<file path="config.mk">
export PLATFORM = sky130hd
export DESIGN_NAME = sdram_cmd_timing_scheduler
export DESIGN_NICKNAME = d
export VERILOG_FILES = /design/src/rtl/sdram_cmd_timing_scheduler.sv
export SDC_FILE = /design/constraint.sdc
export NUM_CORES = 1
export LEC_CHECK = 0
export ABC_CLOCK_PERIOD_IN_PS = 7750
export CAP_MARGIN = 20
export CORE_MARGIN = 2
export CORE_UTILIZATION = 50
export DETAILED_ROUTE_END_ITERATION = 8
export PLACE_DENSITY = 0.68
export SLEW_MARGIN = 10
export SYNTH_ARGS = -nofsm -noshare
export SYNTH_HDL_FRONTEND = slang
export SYNTH_SLANG_ARGS = --single-unit
</file>
<file path="constraint.sdc">
create_clock -name clk -period 7.75 [get_ports clk]
set_input_delay 1.1625 -clock clk [delete_from_list [all_inputs] [get_ports clk]]
set_output_delay 1.1625 -clock clk [all_outputs]
set_load 0.01 [all_outputs]
</file>
<file path="src/rtl/sdram_cmd_timing_scheduler.sv">
// ---------------------------------------------------------------------------
// sdram_cmd_timing_scheduler
//
// Sits between the active/precharge insertion stage and the SDRAM command
// executor. Each incoming command is held until all JEDEC spacing
// constraints that apply to it have elapsed:
//   tRCD, tRP, tRAS, tRRD, tWR, tRFC, tMRD, and data-bus burst occupancy.
// Commands leave in strict arrival order and are never dropped.
//
// Ports
//   clk, rst_n          : clock; asynchronous active-low reset
//   s_axis_cmd_data     : {BS[15:14], A10..A0[13:3], cmd[2:0]}
//   s_axis_cmd_user     : {auto stop-burst, burst length-1}
//                         (only used when burst_len = -1)
//   s_axis_cmd_valid    : upstream valid
//   s_axis_cmd_ready    : upstream ready
//   m_axis_cmd_data     : command forwarded to the executor
//   m_axis_cmd_user     : user field forwarded to the executor
//   m_axis_cmd_valid    : downstream valid
//   m_axis_cmd_ready    : downstream ready
//   sched_idle          : every spacing timer is zero
//
// Timer convention: a timer loaded with t-1 on the handshake cycle k
// releases its dependent command for a handshake at cycle k+t. A load
// never shortens a pending constraint; it keeps the larger of the new value
// and the already-decremented remaining value.
// ---------------------------------------------------------------------------
module sdram_cmd_timing_scheduler #(
  parameter int    burst_len            = 4,
  parameter string allow_auto_precharge = "true",
  parameter int    t_rcd                = 3,
  parameter int    t_rp                 = 3,
  parameter int    t_ras                = 6,
  parameter int    t_rrd                = 2,
  parameter int    t_wr                 = 2,
  parameter int    t_rfc                = 9,
  parameter int    t_mrd                = 2
) (
  input  logic        clk,
  input  logic        rst_n,
  input  logic [15:0] s_axis_cmd_data,
  input  logic [8:0]  s_axis_cmd_user,
  input  logic        s_axis_cmd_valid,
  output logic        s_axis_cmd_ready,
  output logic [15:0] m_axis_cmd_data,
  output logic [8:0]  m_axis_cmd_user,
  output logic        m_axis_cmd_valid,
  input  logic        m_axis_cmd_ready,
  output logic        sched_idle
);

  localparam logic [2:0] CMD_ACT  = 3'b000;
  localparam logic [2:0] CMD_PRE  = 3'b001;
  localparam logic [2:0] CMD_WR   = 3'b010;
  localparam logic [2:0] CMD_RD   = 3'b011;
  localparam logic [2:0] CMD_STOP = 3'b100;
  localparam logic [2:0] CMD_REF  = 3'b101;
  localparam logic [2:0] CMD_LMR  = 3'b110;

  // Full-page bursts take their length from the user field; A10 then cannot
  // mean auto-precharge because the burst has no natural end.
  localparam bit         FULL_PAGE = (burst_len == -1);
  localparam bit         AP_EN     = !FULL_PAGE && (allow_auto_precharge == "true");
  localparam logic [9:0] FIXED_LEN = FULL_PAGE ? 10'd1 : 10'(burst_len);

  localparam logic [8:0] RCD_LD = 9'(t_rcd - 1);
  localparam logic [8:0] RAS_LD = 9'(t_ras - 1);
  localparam logic [8:0] RRD_LD = 9'(t_rrd - 1);
  localparam logic [8:0] RP_LD  = 9'(t_rp - 1);
  localparam logic [8:0] RFC_LD = 9'(t_rfc - 1);
  localparam logic [8:0] MRD_LD = 9'(t_mrd - 1);

  function automatic logic [8:0] sat_dec(input logic [8:0] v);
    return (v == 9'd0) ? 9'd0 : (v - 9'd1);
  endfunction

  function automatic logic [8:0] max9(input logic [8:0] a, input logic [8:0] b);
    return (a > b) ? a : b;
  endfunction

  logic [8:0] rcd_r [4];
  logic [8:0] ras_r [4];
  logic [8:0] rp_r  [4];
  logic [8:0] wr_r  [4];
  logic [8:0] rrd_r, rfc_r, mrd_r, bus_r;

  logic [8:0] rcd_nxt_s [4];
  logic [8:0] ras_nxt_s [4];
  logic [8:0] rp_nxt_s  [4];
  logic [8:0] wr_nxt_s  [4];
  logic [8:0] rrd_nxt_s, rfc_nxt_s, mrd_nxt_s, bus_nxt_s;

  logic [1:0] bank_s;
  logic       a10_s;
  logic [2:0] code_s;
  logic [3:0] bank_hit_s;
  logic       is_act_s, is_pre_s, is_wr_s, is_rd_s, is_stop_s, is_ref_s, is_lmr_s;
  logic       all_rp_zero_s, all_wr_zero_s, all_ras_zero_s, any_busy_s;
  logic       bus_zero_s, g_s, elig_s, hs_s, ap_s;
  logic [9:0] blen_s;
  logic [8:0] bus_ld_s, wr_ld_s, rp_rd_ap_s, rp_wr_ap_s;

  assign bank_s     = s_axis_cmd_data[15:14];
  assign a10_s      = s_axis_cmd_data[13];
  assign code_s     = s_axis_cmd_data[2:0];
  assign bank_hit_s = 4'b0001 << bank_s;
  assign ap_s       = AP_EN && a10_s;

  // Burst length in use and the burst-dependent timer load values (10-bit
  // intermediates so a 256-beat burst plus tWR cannot wrap before truncation).
  assign blen_s     = FULL_PAGE ? ({2'b00, s_axis_cmd_user[7:0]} + 10'd1) : FIXED_LEN;
  assign bus_ld_s   = 9'(blen_s - 10'd1);
  assign wr_ld_s    = 9'(blen_s + 10'(t_wr) - 10'd1);
  assign rp_rd_ap_s = 9'(blen_s + 10'(t_rp) - 10'd1);
  assign rp_wr_ap_s = 9'(blen_s + 10'(t_wr) + 10'(t_rp) - 10'd1);

  assign bus_zero_s = (bus_r == 9'd0);
  assign g_s        = (rfc_r == 9'd0) && (mrd_r == 9'd0);

  // Zero-latency pass-through; valid/ready never depend on each other.
  assign m_axis_cmd_data  = s_axis_cmd_data;
  assign m_axis_cmd_user  = s_axis_cmd_user;
  assign m_axis_cmd_valid = s_axis_cmd_valid && elig_s;
  assign s_axis_cmd_ready = m_axis_cmd_ready && elig_s;
  assign hs_s             = s_axis_cmd_valid && m_axis_cmd_ready && elig_s;
  assign sched_idle       = !any_busy_s;

  // Per-bank summary flags used by all-bank commands and by sched_idle.
  always_comb begin
    all_rp_zero_s  = 1'b1;
    all_wr_zero_s  = 1'b1;
    all_ras_zero_s = 1'b1;
    any_busy_s     = (rrd_r != 9'd0) || (rfc_r != 9'd0) || (mrd_r != 9'd0) || (bus_r != 9'd0);
    for (int b = 0; b < 4; b++) begin
      all_rp_zero_s  = all_rp_zero_s  && (rp_r[b]  == 9'd0);
      all_wr_zero_s  = all_wr_zero_s  && (wr_r[b]  == 9'd0);
      all_ras_zero_s = all_ras_zero_s && (ras_r[b] == 9'd0);
      any_busy_s     = any_busy_s || (rcd_r[b] != 9'd0) || (ras_r[b] != 9'd0)
                       || (rp_r[b] != 9'd0) || (wr_r[b] != 9'd0);
    end
  end

  // Command decode and eligibility of the command at the head of the stream.
  always_comb begin
    is_act_s  = 1'b0;
    is_pre_s  = 1'b0;
    is_wr_s   = 1'b0;
    is_rd_s   = 1'b0;
    is_stop_s = 1'b0;
    is_ref_s  = 1'b0;
    is_lmr_s  = 1'b0;
    elig_s    = 1'b1;
    case (code_s)
      CMD_ACT: begin
        is_act_s = 1'b1;
        elig_s   = (rp_r[bank_s] == 9'd0) && (rrd_r == 9'd0) && g_s;
      end
      CMD_PRE: begin
        is_pre_s = 1'b1;
        elig_s   = a10_s ? (all_ras_zero_s && all_wr_zero_s && bus_zero_s && g_s)
                         : ((ras_r[bank_s] == 9'd0) && (wr_r[bank_s] == 9'd0) && bus_zero_s && g_s);
      end
      CMD_WR: begin
        is_wr_s = 1'b1;
        elig_s  = (rcd_r[bank_s] == 9'd0) && bus_zero_s && g_s;
      end
      CMD_RD: begin
        is_rd_s = 1'b1;
        elig_s  = (rcd_r[bank_s] == 9'd0) && bus_zero_s && g_s;
      end
      CMD_STOP: begin
        is_stop_s = 1'b1;
        elig_s    = 1'b1;
      end
      CMD_REF: begin
        is_ref_s = 1'b1;
        elig_s   = all_rp_zero_s && all_wr_zero_s && bus_zero_s && g_s;
      end
      CMD_LMR: begin
        is_lmr_s = 1'b1;
        elig_s   = all_rp_zero_s && all_wr_zero_s && bus_zero_s && g_s;
      end
      default: begin
        elig_s = 1'b1;
      end
    endcase
  end

  // Next timer values: saturating decrement, or max(remaining, load) on hs.
  always_comb begin
    for (int b = 0; b < 4; b++) begin
      rcd_nxt_s[b] = (hs_s && is_act_s && bank_hit_s[b])
                     ? max9(sat_dec(rcd_r[b]), RCD_LD) : sat_dec(rcd_r[b]);
      ras_nxt_s[b] = (hs_s && is_act_s && bank_hit_s[b])
                     ? max9(sat_dec(ras_r[b]), RAS_LD) : sat_dec(ras_r[b]);
      wr_nxt_s[b]  = (hs_s && is_wr_s && bank_hit_s[b])
                     ? max9(sat_dec(wr_r[b]), wr_ld_s) : sat_dec(wr_r[b]);
      // Explicit precharge (single or all) or an auto-precharging burst.
      rp_nxt_s[b]  = (hs_s && is_pre_s && (bank_hit_s[b] || a10_s))
                     ? max9(sat_dec(rp_r[b]), RP_LD)
                     : (hs_s && is_rd_s && ap_s && bank_hit_s[b])
                     ? max9(sat_dec(rp_r[b]), rp_rd_ap_s)
                     : (hs_s && is_wr_s && ap_s && bank_hit_s[b])
                     ? max9(sat_dec(rp_r[b]), rp_wr_ap_s)
                     : sat_dec(rp_r[b]);
    end
    rrd_nxt_s = (hs_s && is_act_s) ? max9(sat_dec(rrd_r), RRD_LD) : sat_dec(rrd_r);
    rfc_nxt_s = (hs_s && is_ref_s) ? max9(sat_dec(rfc_r), RFC_LD) : sat_dec(rfc_r);
    mrd_nxt_s = (hs_s && is_lmr_s) ? max9(sat_dec(mrd_r), MRD_LD) : sat_dec(mrd_r);
    // STOP BURST frees the data bus at once; the write-recovery timer is
    // deliberately left running.
    bus_nxt_s = (hs_s && is_stop_s) ? 9'd0
              : (hs_s && (is_rd_s || is_wr_s)) ? max9(sat_dec(bus_r), bus_ld_s)
              : sat_dec(bus_r);
  end

  // Timer state registers.
  always_ff @(posedge clk or negedge rst_n) begin
    if (!rst_n) begin
      for (int b = 0; b < 4; b++) begin
        rcd_r[b] <= 9'd0;
        ras_r[b] <= 9'd0;
        rp_r[b]  <= 9'd0;
        wr_r[b]  <= 9'd0;
      end
      rrd_r <= 9'd0;
      rfc_r <= 9'd0;
      mrd_r <= 9'd0;
      bus_r <= 9'd0;
    end else begin
      for (int b = 0; b < 4; b++) begin
        rcd_r[b] <= rcd_nxt_s[b];
        ras_r[b] <= ras_nxt_s[b];
        rp_r[b]  <= rp_nxt_s[b];
        wr_r[b]  <= wr_nxt_s[b];
      end
      rrd_r <= rrd_nxt_s;
      rfc_r <= rfc_nxt_s;
      mrd_r <= mrd_nxt_s;
      bus_r <= bus_nxt_s;
    end
  end

endmodule

</file>
; ---- Yosys cells after proc, flatten, opt, wreduce, memory -nomap -nowiden
; Cells that the tools add are included.
; W data, S select, Z words.
[word_totals]
output_inout_bits = 28
mem_count = 0
latch_bits = 0
in_bits = 29
register_bits = 180
ramBits = 0
romBits = 0
word_cells = 304
[op_classes]
shift = 1
eq_ne = 6
mux = 98
magnitude_cmp = 29
addsub = 20
n_div = 0
bitwise_logic = 1
n_reduce_logical = 129
mul = 0
[op_table]
columns = cell, count
row1 = $mux W9, 85
row2 = $logic_not A9 Y1, 24
row3 = $reduce_bool A9 Y1, 20
row4 = $sub A9 B1 Y9 const B, 20
row5 = $gt A9 B3 Y1 const B, 12
row6 = $gt A9 B2 Y1 const B, 9
row7 = $bmux W9 S2, 4
row8 = $logic_and A1 B1 Y1, 57
row9 = $gt A9 B4 Y1 const B, 5
row10 = $logic_or A1 B1 Y1, 24
row11 = $gt A9 B1 Y1 const B, 2
row12 = $eq A3 B3 Y1 const B, 3
row13 = $mux W1, 8
row14 = $eq A3 B2 Y1 const B, 2
row15 = $pmux W1 S4, 1
row16 = $reduce_or A2 Y1, 2
row17 = $shl A1 B2 Y4 const A, 1
row18 = $eq A3 B1 Y1 const B, 1
row19 = $ge A3 B3 Y1 const B, 1
row20 = $logic_not A3 Y1, 1
row21 = $not A2 Y3, 1
row22 = $logic_not A1 Y1, 1

; ---- Logic depth before layout (Yosys ltp)
; Gate-level depths: netlist of run 1.
[logic_depth]
depth_word = 21
depth_mapped = 12
depth_no_buf = 10

; ---- Worst setup path after synthesis of run 1
; No wires, ideal clock.
[synth_path]
path_kind = input to output
from = input s_axis_cmd_data[14]
to = output m_axis_cmd_valid
path_slack_ns = 3.391
n_path_buf = 1
arrival_ns = 3.197
cell_stages = 8
required_ns = 6.588
path_cell_list = clkbuf_1 > nand2b_1 > a21oi_1 > or4_1 > a2111oi_4 > nor2_1 > nor3_1 > and2_1
[synth_via]
elab_chain_cells = 11
elab_cells_between_ends = 27
classes_between = mux: 14 / bitwise: 1 / reduce/logical: 12
[synth_lines]
columns = item, line_no
row1 = from (decl), 41  ; input logic [15:0] s_axis_cmd_data,
row2 = $not A2 Y3 (not written as such) *, n/a
row3 = $bmux W9 S2, 161  ; : ((ras_r[bank_s] == 9'd0) && (wr_r[bank_s] == 9'd0) && bus_zero_s && g_s);
row4 = $mux W9 (not written as such) (2 in a row), 161
row5 = $logic_not A9 Y1, 161
row6 = $logic_and A1 B1 Y1 (3 in a row), 161
row7 = $mux W1, 160  ; elig_s = a10_s ? (all_ras_zero_s && all_wr_zero_s && bus_zero_s && g_s)
row8 = $pmux W1 S4 *, 153  ; case (code_s)
row9 = $logic_and A1 B1 Y1 *, 123  ; assign m_axis_cmd_valid = s_axis_cmd_valid && elig_s;
row10 = to (decl), 47  ; output logic m_axis_cmd_valid,
; Mark *: on every way between the ends. The rest lies on a longest branch, timed or not. The select of a mux whose other input is x is not followed.

; ---- Worst setup path after layout of run 1
[layout_path]
from = input s_axis_cmd_data[14]
to = output s_axis_cmd_ready
[layout_via]
elab_chain_cells = 11
elab_cells_between_ends = 27
classes_between = mux: 14 / bitwise: 1 / reduce/logical: 12
[layout_lines]
columns = item, line_no
row1 = $not A2 Y3 (not written as such) *, n/a
row2 = $bmux W9 S2, 161
row3 = $mux W9 (not written as such) (2 in a row), 161
row4 = $logic_not A9 Y1, 161
row5 = $logic_and A1 B1 Y1 (3 in a row), 161
row6 = $mux W1, 160
row7 = $pmux W1 S4 *, 153
row8 = $logic_and A1 B1 Y1 *, 124  ; assign s_axis_cmd_ready = m_axis_cmd_ready && elig_s;
row9 = to (decl), 44  ; output logic s_axis_cmd_ready,
; Marks and branches as above.

==> results of run 1 <==
==> cells in the final DEF (no fill, tap or decap), types with 4 or more instances in the layout <==
| master | netlist | routed |
|---|---|---|
| nand3_1 | 24 | 24 |
| o31ai_1 | 21 | 21 |
| clkdlybuf4s50_1 | 0 | 17 |
| and3_1 | 8 | 8 |
| nand2_1 | 65 | 65 |
| buf_4 | 25 | 4 |
| nand2b_1 | 12 | 12 |
| a211oi_1 | 5 | 5 |
| and4b_1 | 4 | 4 |
| dfrtp_1 | 180 | 180 |
| nor4_1 | 47 | 47 |
| mux2i_1 | 7 | 7 |
| nor3b_1 | 14 | 14 |
| or2_2 | 5 | 5 |
| xnor2_1 | 62 | 62 |
| ha_1 | 39 | 39 |
| inv_1 | 55 | 55 |
| nor2b_1 | 6 | 6 |
| or4_1 | 27 | 27 |
| nand4_1 | 14 | 14 |
| mux2_2 | 10 | 10 |
| clkbuf_16 | 0 | 17 |
| inv_8 | 0 | 6 |
| and4_1 | 6 | 6 |
| and2_1 | 13 | 13 |
| nor2_1 | 170 | 170 |
| nand3b_1 | 6 | 6 |
| a21o_1 | 14 | 14 |
| a31oi_1 | 11 | 11 |
| nor4b_1 | 10 | 10 |
| o21a_1 | 4 | 4 |
| o21bai_1 | 5 | 5 |
| or3_1 | 22 | 22 |
| a21oi_1 | 47 | 47 |
| xor2_1 | 25 | 25 |
| nor3_1 | 68 | 68 |
| o21ai_0 | 47 | 47 |
==> path summary, 6_finish.rpt <==
kind                                           from                to  slack [ns]
max in group asynchronous                     rst_n          rp_r[19]        5.71
worst min register to register             rfc_r[0]          rfc_r[0]        0.46
worst max-delay path            s_axis_cmd_data[14]  s_axis_cmd_ready        2.31
worst max register to register             ras_r[1]          rcd_r[0]        3.81
worst min-delay path                       rfc_r[0]          rfc_r[0]        0.46
min in group asynchronous                     rst_n          ras_r[2]        0.66
==> logic make-up (layout without fill, tap and decap cells) <==
| group | count (synthesis) | count (layout) | synth area share (%) |
|---|---|---|---|
| fa+ha+maj | 39 | 39 | 4.60 |
| flops | 180 | 180 | 42.5 |
| simple gates | 539 | 539 | 26.7 |
| xor+xnor | 87 | 87 | 7.19 |
| compound gates | 194 | 194 | 12.0 |
| mux | 17 | 17 | 1.72 |
| buf+inv | 119 | 110 | 5.28 |
==> state kept, by name, summed over array words and instances, names as in the netlist <==
register	cells
rcd_r	36
rp_r	36
wr_r	36
bus_r	9
mrd_r	9
ras_r	36
rrd_r	9
rfc_r	9
==> area by class of cell <==
cell class / instances / area share, %
Clock buffer: 17 / 3.72
Clock inverter: 15 / 1.59
Inverter: 55 / 1.81
Multi-Input combinational cell: 876 / 48.4
Sequential cell: 180 / 39.4
Tap cell: 275 / 3.01
Timing Repair Buffer: 23 / 2.11
==> through the flow <==
stage / setup WS (ns) / cell area, µm² / utilization (%)
CTS: 2.36 / 11400 / 54.6
floorplan: 3.39 / 10600 / -
finish: 2.31 / 11400 / 54.8
global route: 2.12 / 11400 / 54.8
global placement: 2.43 / 10800 / 51.7
detailed placement: 2.38 / 10800 / 51.7
==> layer usage <==
| metal | wire length [µm] | vias to the layer above | GRT usage [%] | part of all wire [%] |
|---|---|---|---|---|
| met5 | 0 | - | 0 | 0 |
| met4 | 320 | 0 | 5.71 | 1.4 |
| met3 | 1000 | 26 | 4.15 | 4.4 |
| met2 | 10600 | 197 | 34.6 | 47 |
| met1 | 10800 | 4080 | 29.5 | 48 |
| li1 | - | 4154 | - | - |
==> report_power, final <==
group          leakage (nW)  switching, mW  total (mW)  internal, mW
clock network         0.296          0.423       0.889         0.466
registers              2.18          0.523        1.93          1.41
logic                  2.25           1.07        1.94         0.873
total                  4.72           2.01        4.76          2.75
==> critical path, stage by stage <==
cell,delay [ns]
clkdlybuf4s50_1,0.73
nand2b_1,0.32
a21oi_1,0.08
or4_1,0.54
a2111oi_4,0.28
nor2_1,0.10
nor3_1,0.19
buf_4,0.19
and2_1,0.14
clkdlybuf4s50_1,0.53
==> results_dict.tcl, run 1 <==
set metrics [dict create \
    outcome "completed" \
    multi_input_area_mm2 0.00553 \
    portBuffers 18 \
    final-hold-violation-count 0 \
    synth_most_common_cell "dfrtp_1" \
    syn2layout_area_growth_pct 7.92 \
    dieHeight_um 150 \
    ys.flop_type "dfrtp_1" \
    gr-total-overflow 0 \
    drive_gt1_share_pct 5.83 \
    grt_max_degree 132 \
    hold_slack_ns 0.459 \
    synth_top_cell_by_area "dfrtp_1" \
    cts_resized 0 \
    clkSinkCount 180 \
    postCtsSetupBuffers 0 \
    numCtsBuffers 17 \
    synth_cell_types 73 \
    p_total_mw 4.76 \
    setup_violations 0 \
    dieArea_mm2 0.0224 \
    reg2reg_depth 8 \
    drv_slew 0 \
    drc 0 \
    setup_tns_ns 0 \
    ant_nets 0 \
    hpwlAfterDp_um 16400 \
    nets 1221 \
    syn-cell-area_mm2 0.0106 \
    start_kind "input port" \
    synthTopCellsByArea "dfrtp_1 43%, nor2_1 6.0%, xnor2_1 5.1%" \
    yosys_warnings 0 \
    cp-end-kind "output pin" \
    place_congestion 0.895 \
    dr.pass1.iters 5 \
    yosysSeqAreaShare_pct 42.5 \
    grt_pass1_wl_um 38600 \
    antenna_found_initial 0 \
    core_area_mm2 0.0209 \
    synthesis.nets 1243 \
    clk_pin_slew_ns 0.08 \
    wl_per_cell_um 15.8 \
    worstPathMaxFanout 11 \
    wirelength_um 22700 \
    drt_iter0_markers 662 \
    fin_crit_sh_pct 70.2 \
    synthArstFlopShare_pct 100 \
    worst_pin_slew_ns 1.08 \
    grt_pass1_vias 8035 \
    syn-mean-instance-area_um2 9.02 \
    rows 53 \
    cts_hold_buf 0 \
    grt_usage_pct 21.4 \
    synth_top_area_share_pct 42.5 \
    place_inst 1408 \
    ys_ff_latch 180 \
    regArea_mm2 0.00450 \
    clock.fmax_mhz 184 \
    drv_cap 0 \
    p_per_area_mw_per_mm2 416 \
    clock_skew_ns 0.0108 \
    viasPerCell 5.87 \
    fillCellCount 1837 \
    htree_levels 4 \
    cts-root-buf "clkbuf_16" \
    hold_class "reg2reg" \
    stdcell_count 1441 \
    fin_crit_ns 5.44 \
    rsz0062_at_grt "no" \
    cts_tree "built" \
    synthTopCellsByCount "180 x dfrtp_1, 170 x nor2_1, 68 x nor3_1" \
    ios 57 \
    arrival_ns 4.27 \
    holdPathStages 1 \
    synth-edff-count 0 \
    crit_type "in2out" \
    diodes 0 \
    relSlewSlack_pct 27.1 \
    initial_core_util_pct 50.7 \
    dr_total_vias 8457 \
    cts_buffer_depth 2 \
    leakage_nw 4.72 \
    clk_latency_ns 0.43 \
    die_w_um 150 \
    synth_cells 1175 \
    worstPathRequired_ns 6.59 \
    ir_worst_vdd_mv 0.268 \
]
Power figures use the tool's default switching activity.
==> inputs of run 2 (changes only) <==
--- a/config.mk
+++ b/config.mk
@@ -5,7 +5,7 @@
 export SDC_FILE = /design/constraint.sdc
 export NUM_CORES = 1
 export LEC_CHECK = 0
-export ABC_CLOCK_PERIOD_IN_PS = 7750
+export ABC_CLOCK_PERIOD_IN_PS = 5500
 export CAP_MARGIN = 20
 export CORE_MARGIN = 2
 export CORE_UTILIZATION = 50
==> constraint.sdc (replaced) <==
create_clock -name clk -period 5.5 [get_ports clk]
set_input_delay 0.825 -clock clk [delete_from_list [all_inputs] [get_ports clk]]
set_output_delay 0.825 -clock clk [all_outputs]
set_load 0.01 [all_outputs]
==> run 2 against run 1 <==
Die area stayed put. Wire length is 1.1% higher. Clock-buffer cell count stayed put. Combinational power is 41% higher. Setup slack got worse by 1.6 ns. Largest cell class unchanged. Critical path depth up 1. Cell area up 0.12%. Sequential power rose by 41%. Global-route usage increased by 0.34 points.
==> results_dict.tcl, run 2 (same netlist as run 1, synthesis figures left out) <==
set metrics [dict create \
    p_total_mw 6.66 \
    cts_resized 0 \
    viasPerCell 5.83 \
    nets 1228 \
    fillCellCount 1902 \
    use_met2_pct 35.8 \
    clk_pin_slew_ns 0.08 \
    p_switching_mw 2.84 \
    crit_type "reg2out" \
    worstPathRequired_ns 4.68 \
    clock.fmax_mhz 211 \
    power_frac_seq_pct 40.9 \
    ios 57 \
    portBuffers 18 \
    grt_pass1_wl_um 39300 \
    wl_per_cell_um 15.9 \
    p_int_mw 3.82 \
    start_kind "flip-flop" \
    sw_frac_of_total_pct 42.6 \
    pre_cts_ws_ns 0.788 \
    postCtsSetupBuffers 0 \
    ant_nets 0 \
    final_cell_mix "180 x dfrtp_1, 170 x nor2_1, 68 x nor3_1" \
    ir_worst_vdd_mv 0.300 \
    drv_slew 0 \
    hpwlAfterDp_um 16800 \
    met1_usage_pct 29.2 \
    power_frac_comb_pct 41.0 \
    clk_latency_ns 0.44 \
    drc 0 \
    relSlewSlack_pct 41.6 \
    dieArea_mm2 0.0224 \
    p_per_area_mw_per_mm2 582 \
    fin_util_pct 54.8 \
    clkPwrFrac_pct 18.1 \
    syn2layout_area_growth_pct 8.05 \
    grt_usage_pct 21.7 \
    setup_violations 0 \
    htree_levels 4 \
    worstPathMaxFanout 10 \
    grt_pass1_vias 8202 \
    fin_crit_sh_pct 86.3 \
    final_area_mm2 0.0115 \
    clkSinkCount 180 \
    arrival_ns 3.92 \
    initial_core_util_pct 50.7 \
    die_w_um 150 \
    dieHeight_um 150 \
    use_met3_pct 4.73 \
    antenna_found_initial 0 \
    gr-total-overflow 0 \
    drt_iter0_markers 602 \
    grt_max_degree 98 \
    clock_skew_ns 0.0118 \
    outcome "completed" \
    setup_ws_ns 0.754 \
    final-hold-violation-count 0 \
    hold_slack_ns 0.449 \
    cts_hold_buf 0 \
    place_inst 1416 \
    diodes 0 \
    cp-end-kind "output pin" \
    place_congestion 0.852 \
    drv_cap 0 \
    hold_class "in2async" \
    gr-max-usage-layer "met2" \
    setup_tns_ns 0 \
    numCtsBuffers 17 \
    core_area_mm2 0.0209 \
    cts_buffer_depth 2 \
    cts-root-buf "clkbuf_16" \
    fin_crit_ns 4.75 \
    wirelength_um 23000 \
    rows 53 \
    final_common_cell "dfrtp_1" \
    placed_cell_area_mm2 0.0109 \
    worst_pin_slew_ns 0.868 \
    rsz0062_at_grt "no" \
    leakage_nw 4.74 \
    stdcell_count 1448 \
    dr_total_vias 8437 \
    cts_tree "built" \
    drive_gt1_share_pct 6.39 \
    dr.pass1.iters 5 \
]
[run 2: area by class of cell]
class / instances / area [µm²] / share of cell area [%]
sequential: 180 / 4500 / 39.3
timing repair buffer: 30 / 274 / 2.39
clock inverter: 15 / 163 / 1.42
clock buffer: 17 / 425 / 3.72
multi-input combinational: 876 / 5530 / 48.3
inverter: 55 / 206 / 1.80
tap: 275 / 344 / 3.00
[run 2: path summary, 6_finish.rpt]
kind | depth (start not counted) | end | startpoint | slack [ns]
max | 11 | m_axis_cmd_valid | rp_r[9] | 0.75
min | 1 | ras_r[3] | rst_n | 0.45
max reg2reg | 10 | ras_r[10] | rp_r[9] | 1.86
min reg2reg | 1 | rfc_r[0] | rfc_r[0] | 0.46
max in group asynchronous | 2 | wr_r[29] | rst_n | 3.83
min in group clk | 1 | rfc_r[0] | rfc_r[0] | 0.46
[run 2: metal layers]
metal / vias up / part of all wire (%)
li1: 4154 / -
met1: 4104 / 46
met2: 151 / 48
met3: 28 / 4.0
met4: 0 / 1.6
met5: - / 0
[run 2: power groups by stage]
stage          clock network [mW]  registers (mW)  logic [mW]
2_1_floorplan                   0            2.50        2.32
3_3_place_gp                    0            2.70        2.66
3_5_place_dp                    0            2.73        2.72
6_report                     1.20            2.73        2.73
5_1_grt                      1.30            2.84        3.13
4_1_cts                      1.24            2.71        2.74
[run 2: worst max-delay path: stages (launching register included)]
cell and delay, ns:
dfrtp_1 0.45, inv_1 0.11, ha_1 0.17, or4b_2 0.63
nor2_2 0.36, nand4_1 0.21, nor3_1 0.33, nor3_2 0.14
nor3_1 0.23, buf_4 0.20, and2_1 0.13, clkdlybuf4s50_1 0.54
==> inputs of run 3 (changes only) <==
--- a/config.mk
+++ b/config.mk
@@ -5,12 +5,12 @@
 export SDC_FILE = /design/constraint.sdc
 export NUM_CORES = 1
 export LEC_CHECK = 0
-export ABC_CLOCK_PERIOD_IN_PS = 5500
+export ABC_CLOCK_PERIOD_IN_PS = 5700
 export CAP_MARGIN = 20
 export CORE_MARGIN = 2
-export CORE_UTILIZATION = 50
+export CORE_UTILIZATION = 25
 export DETAILED_ROUTE_END_ITERATION = 8
-export PLACE_DENSITY = 0.68
+export PLACE_DENSITY = 0.42
 export SLEW_MARGIN = 10
 export SYNTH_ARGS = -nofsm -noshare
 export SYNTH_HDL_FRONTEND = slang
==> constraint.sdc (replaced) <==
create_clock -name clk -period 5.7 [get_ports clk]
set_input_delay 0.855 -clock clk [delete_from_list [all_inputs] [get_ports clk]]
set_output_delay 0.855 -clock clk [all_outputs]
set_load 0.01 [all_outputs]
==> run 3 against run 2 <==
Wire length increased by 12%. Clock skew is 0.0060 ns higher. Critical path depth down 3. First-iteration DRC count down 19%. Die area grew 97%. Cell count rose by 19%. Sequential share of layout area decreased by 1.3 points. Register-to-register slack worse by 0.15 ns. Clock power about the same. Non-clock buffer count up 6. Combinational power decreased by 3%. Total power down 2.8%. Highest routed layer is now met5.
==> results_dict.tcl, run 3 (same netlist as run 1, synthesis figures left out) <==
set metrics [dict create \
    grt_pass1_vias 8298 \
    p_per_area_mw_per_mm2 546 \
    core_area_mm2 0.0419 \
    arrival_ns 4.16 \
    outcome "completed" \
    ios 57 \
    multi_input_area_mm2 0.00554 \
    cp-end-kind "output pin" \
    setup_violations 0 \
    clk_latency_ns 0.45 \
    wirelength_um 25700 \
    dr_total_vias 8343 \
    grt_usage_pct 12.3 \
    path_delay_family "simple AND/OR/NAND/NOR gates" \
    portBuffers 18 \
    rsz0062_at_grt "no" \
    clk_pin_slew_ns 0.07 \
    drv_cap 0 \
    die_w_um 210 \
    cp.buffers_inverters 1 \
    syn2layout_area_growth_pct 11.8 \
    nets 1234 \
    ant_nets 0 \
    setup_tns_ns 0 \
    place_congestion 0.785 \
    antenna_found_initial 1 \
    cts-root-buf "clkbuf_16" \
    htree_levels 4 \
    final_area_mm2 0.0119 \
    clock_skew_ns 0.0178 \
    final_cell_mix "180 x dfrtp_1, 169 x nor2_1, 68 x nor3_1" \
    worstPathCellList "nor3_1 > nor3b_1 > a22oi_1 > a2111oi_1 > nor3_2 > nor3_1 > and2_1 > clkdlybuf4s50_1" \
    leakage_nw 4.77 \
    grt_pass1_wl_um 43200 \
    placed_cell_area_mm2 0.0113 \
    dr.pass1.iters 5 \
    rows 75 \
    crit_path_top_delay_cell "nor3b_1" \
    dieArea_mm2 0.0441 \
    cts_hold_buf 0 \
    drive_gt1_share_pct 7.04 \
    drv_slew 0 \
    fin_crit_sh_pct 88.0 \
    initial_core_util_pct 25.3 \
    worst_pin_slew_ns 0.908 \
    dieHeight_um 210 \
    final-hold-violation-count 0 \
    ir_worst_vdd_mv 0.231 \
    final_common_cell "dfrtp_1" \
    grt_max_degree 98 \
    worstPathRequired_ns 4.85 \
    clock.fmax_mhz 199 \
    critPathMaxStageDelay_ns 0.67 \
    hold_class "in2async" \
    clkSinkCount 180 \
    postCtsSetupBuffers 0 \
    fillCellCount 4431 \
    drt_iter0_markers 487 \
    numCtsBuffers 17 \
    relSlewSlack_pct 39.0 \
    fin_crit_ns 5.02 \
    cts_buffer_depth 2 \
    crit_type "reg2out" \
    worstPathMaxFanout 7 \
    crit_top_cell "nor3_1" \
    wl_per_cell_um 15.0 \
    hpwlAfterDp_um 18900 \
    drc 0 \
    cts_tree "built" \
    gr-total-overflow 0 \
    start_kind "flip-flop" \
    viasPerCell 4.86 \
    cts_resized 0 \
    regArea_mm2 0.00450 \
    diodes 0 \
]
==> run 3: cell count changes in the layout (fill, tap and decap cells not counted), moves of 2 or more <==
cell | previous run | this run
buf_4 | 12 | 17
clkinv_8 | 3 | 1
inv_6 | 2 | 6
inv_8 | 6 | 3
==> run 3: worst paths after layout <==
kind                                 from          endpoint  slack, ns  depth (start not counted)
worst max-delay path            rcd_r[18]  m_axis_cmd_valid       0.68                          8
max in group asynchronous           rst_n          rrd_r[4]       4.28                          2
worst min-delay path                rst_n          rp_r[15]       0.43                          1
worst max register to register  rcd_r[18]         rcd_r[18]       1.71                          9
min in group clk                 rfc_r[0]          rfc_r[0]       0.47                          1
worst min register to register   rfc_r[0]          rfc_r[0]       0.47                          1
==> run 3: cell type report <==
| cell class | count | area share, % |
|---|---|---|
| clock buffer | 17 | 3.59 |
| clock inverter | 15 | 1.39 |
| inverter | 55 | 1.74 |
| multi-input combinational | 876 | 46.8 |
| sequential | 180 | 38.0 |
| tap | 539 | 5.69 |
| timing repair buffer | 36 | 2.80 |
==> run 3: through the flow <==
stage                     instances  setup slack, ns  util (%)  power (mW)  hold WS [ns]
after floorplan                1175             1.96         -        4.65         0.428
after global placement         1686            0.730      26.9        5.29         0.461
after detailed placement       1686            0.688      26.9        5.29         0.459
after CTS                      1718            0.553      28.3        6.55         0.470
after global routing           1718            0.366      28.3        7.10         0.510
final                          1718            0.684      28.3        6.47         0.429
==> run 3: report_power, final <==
part           leakage, nW  switching (mW)  internal, mW
Combinational         2.31            1.45          1.20
Sequential            2.18           0.701          1.91
Clock                0.284           0.587         0.625
Total                 4.77            2.74          3.74
==> run 3: layer usage <==
layer / routed length, µm / part of all wire, % / track usage [%] / vias to the layer above
li1: - / - / - / 4167
met1: 12900 / 50 / 16.8 / 4059
met2: 11800 / 46 / 19.8 / 98
met3: 761 / 3.0 / 2.44 / 17
met4: 210 / 0.82 / 3.03 / 2
met5: 13 / 0.051 / 0 / -
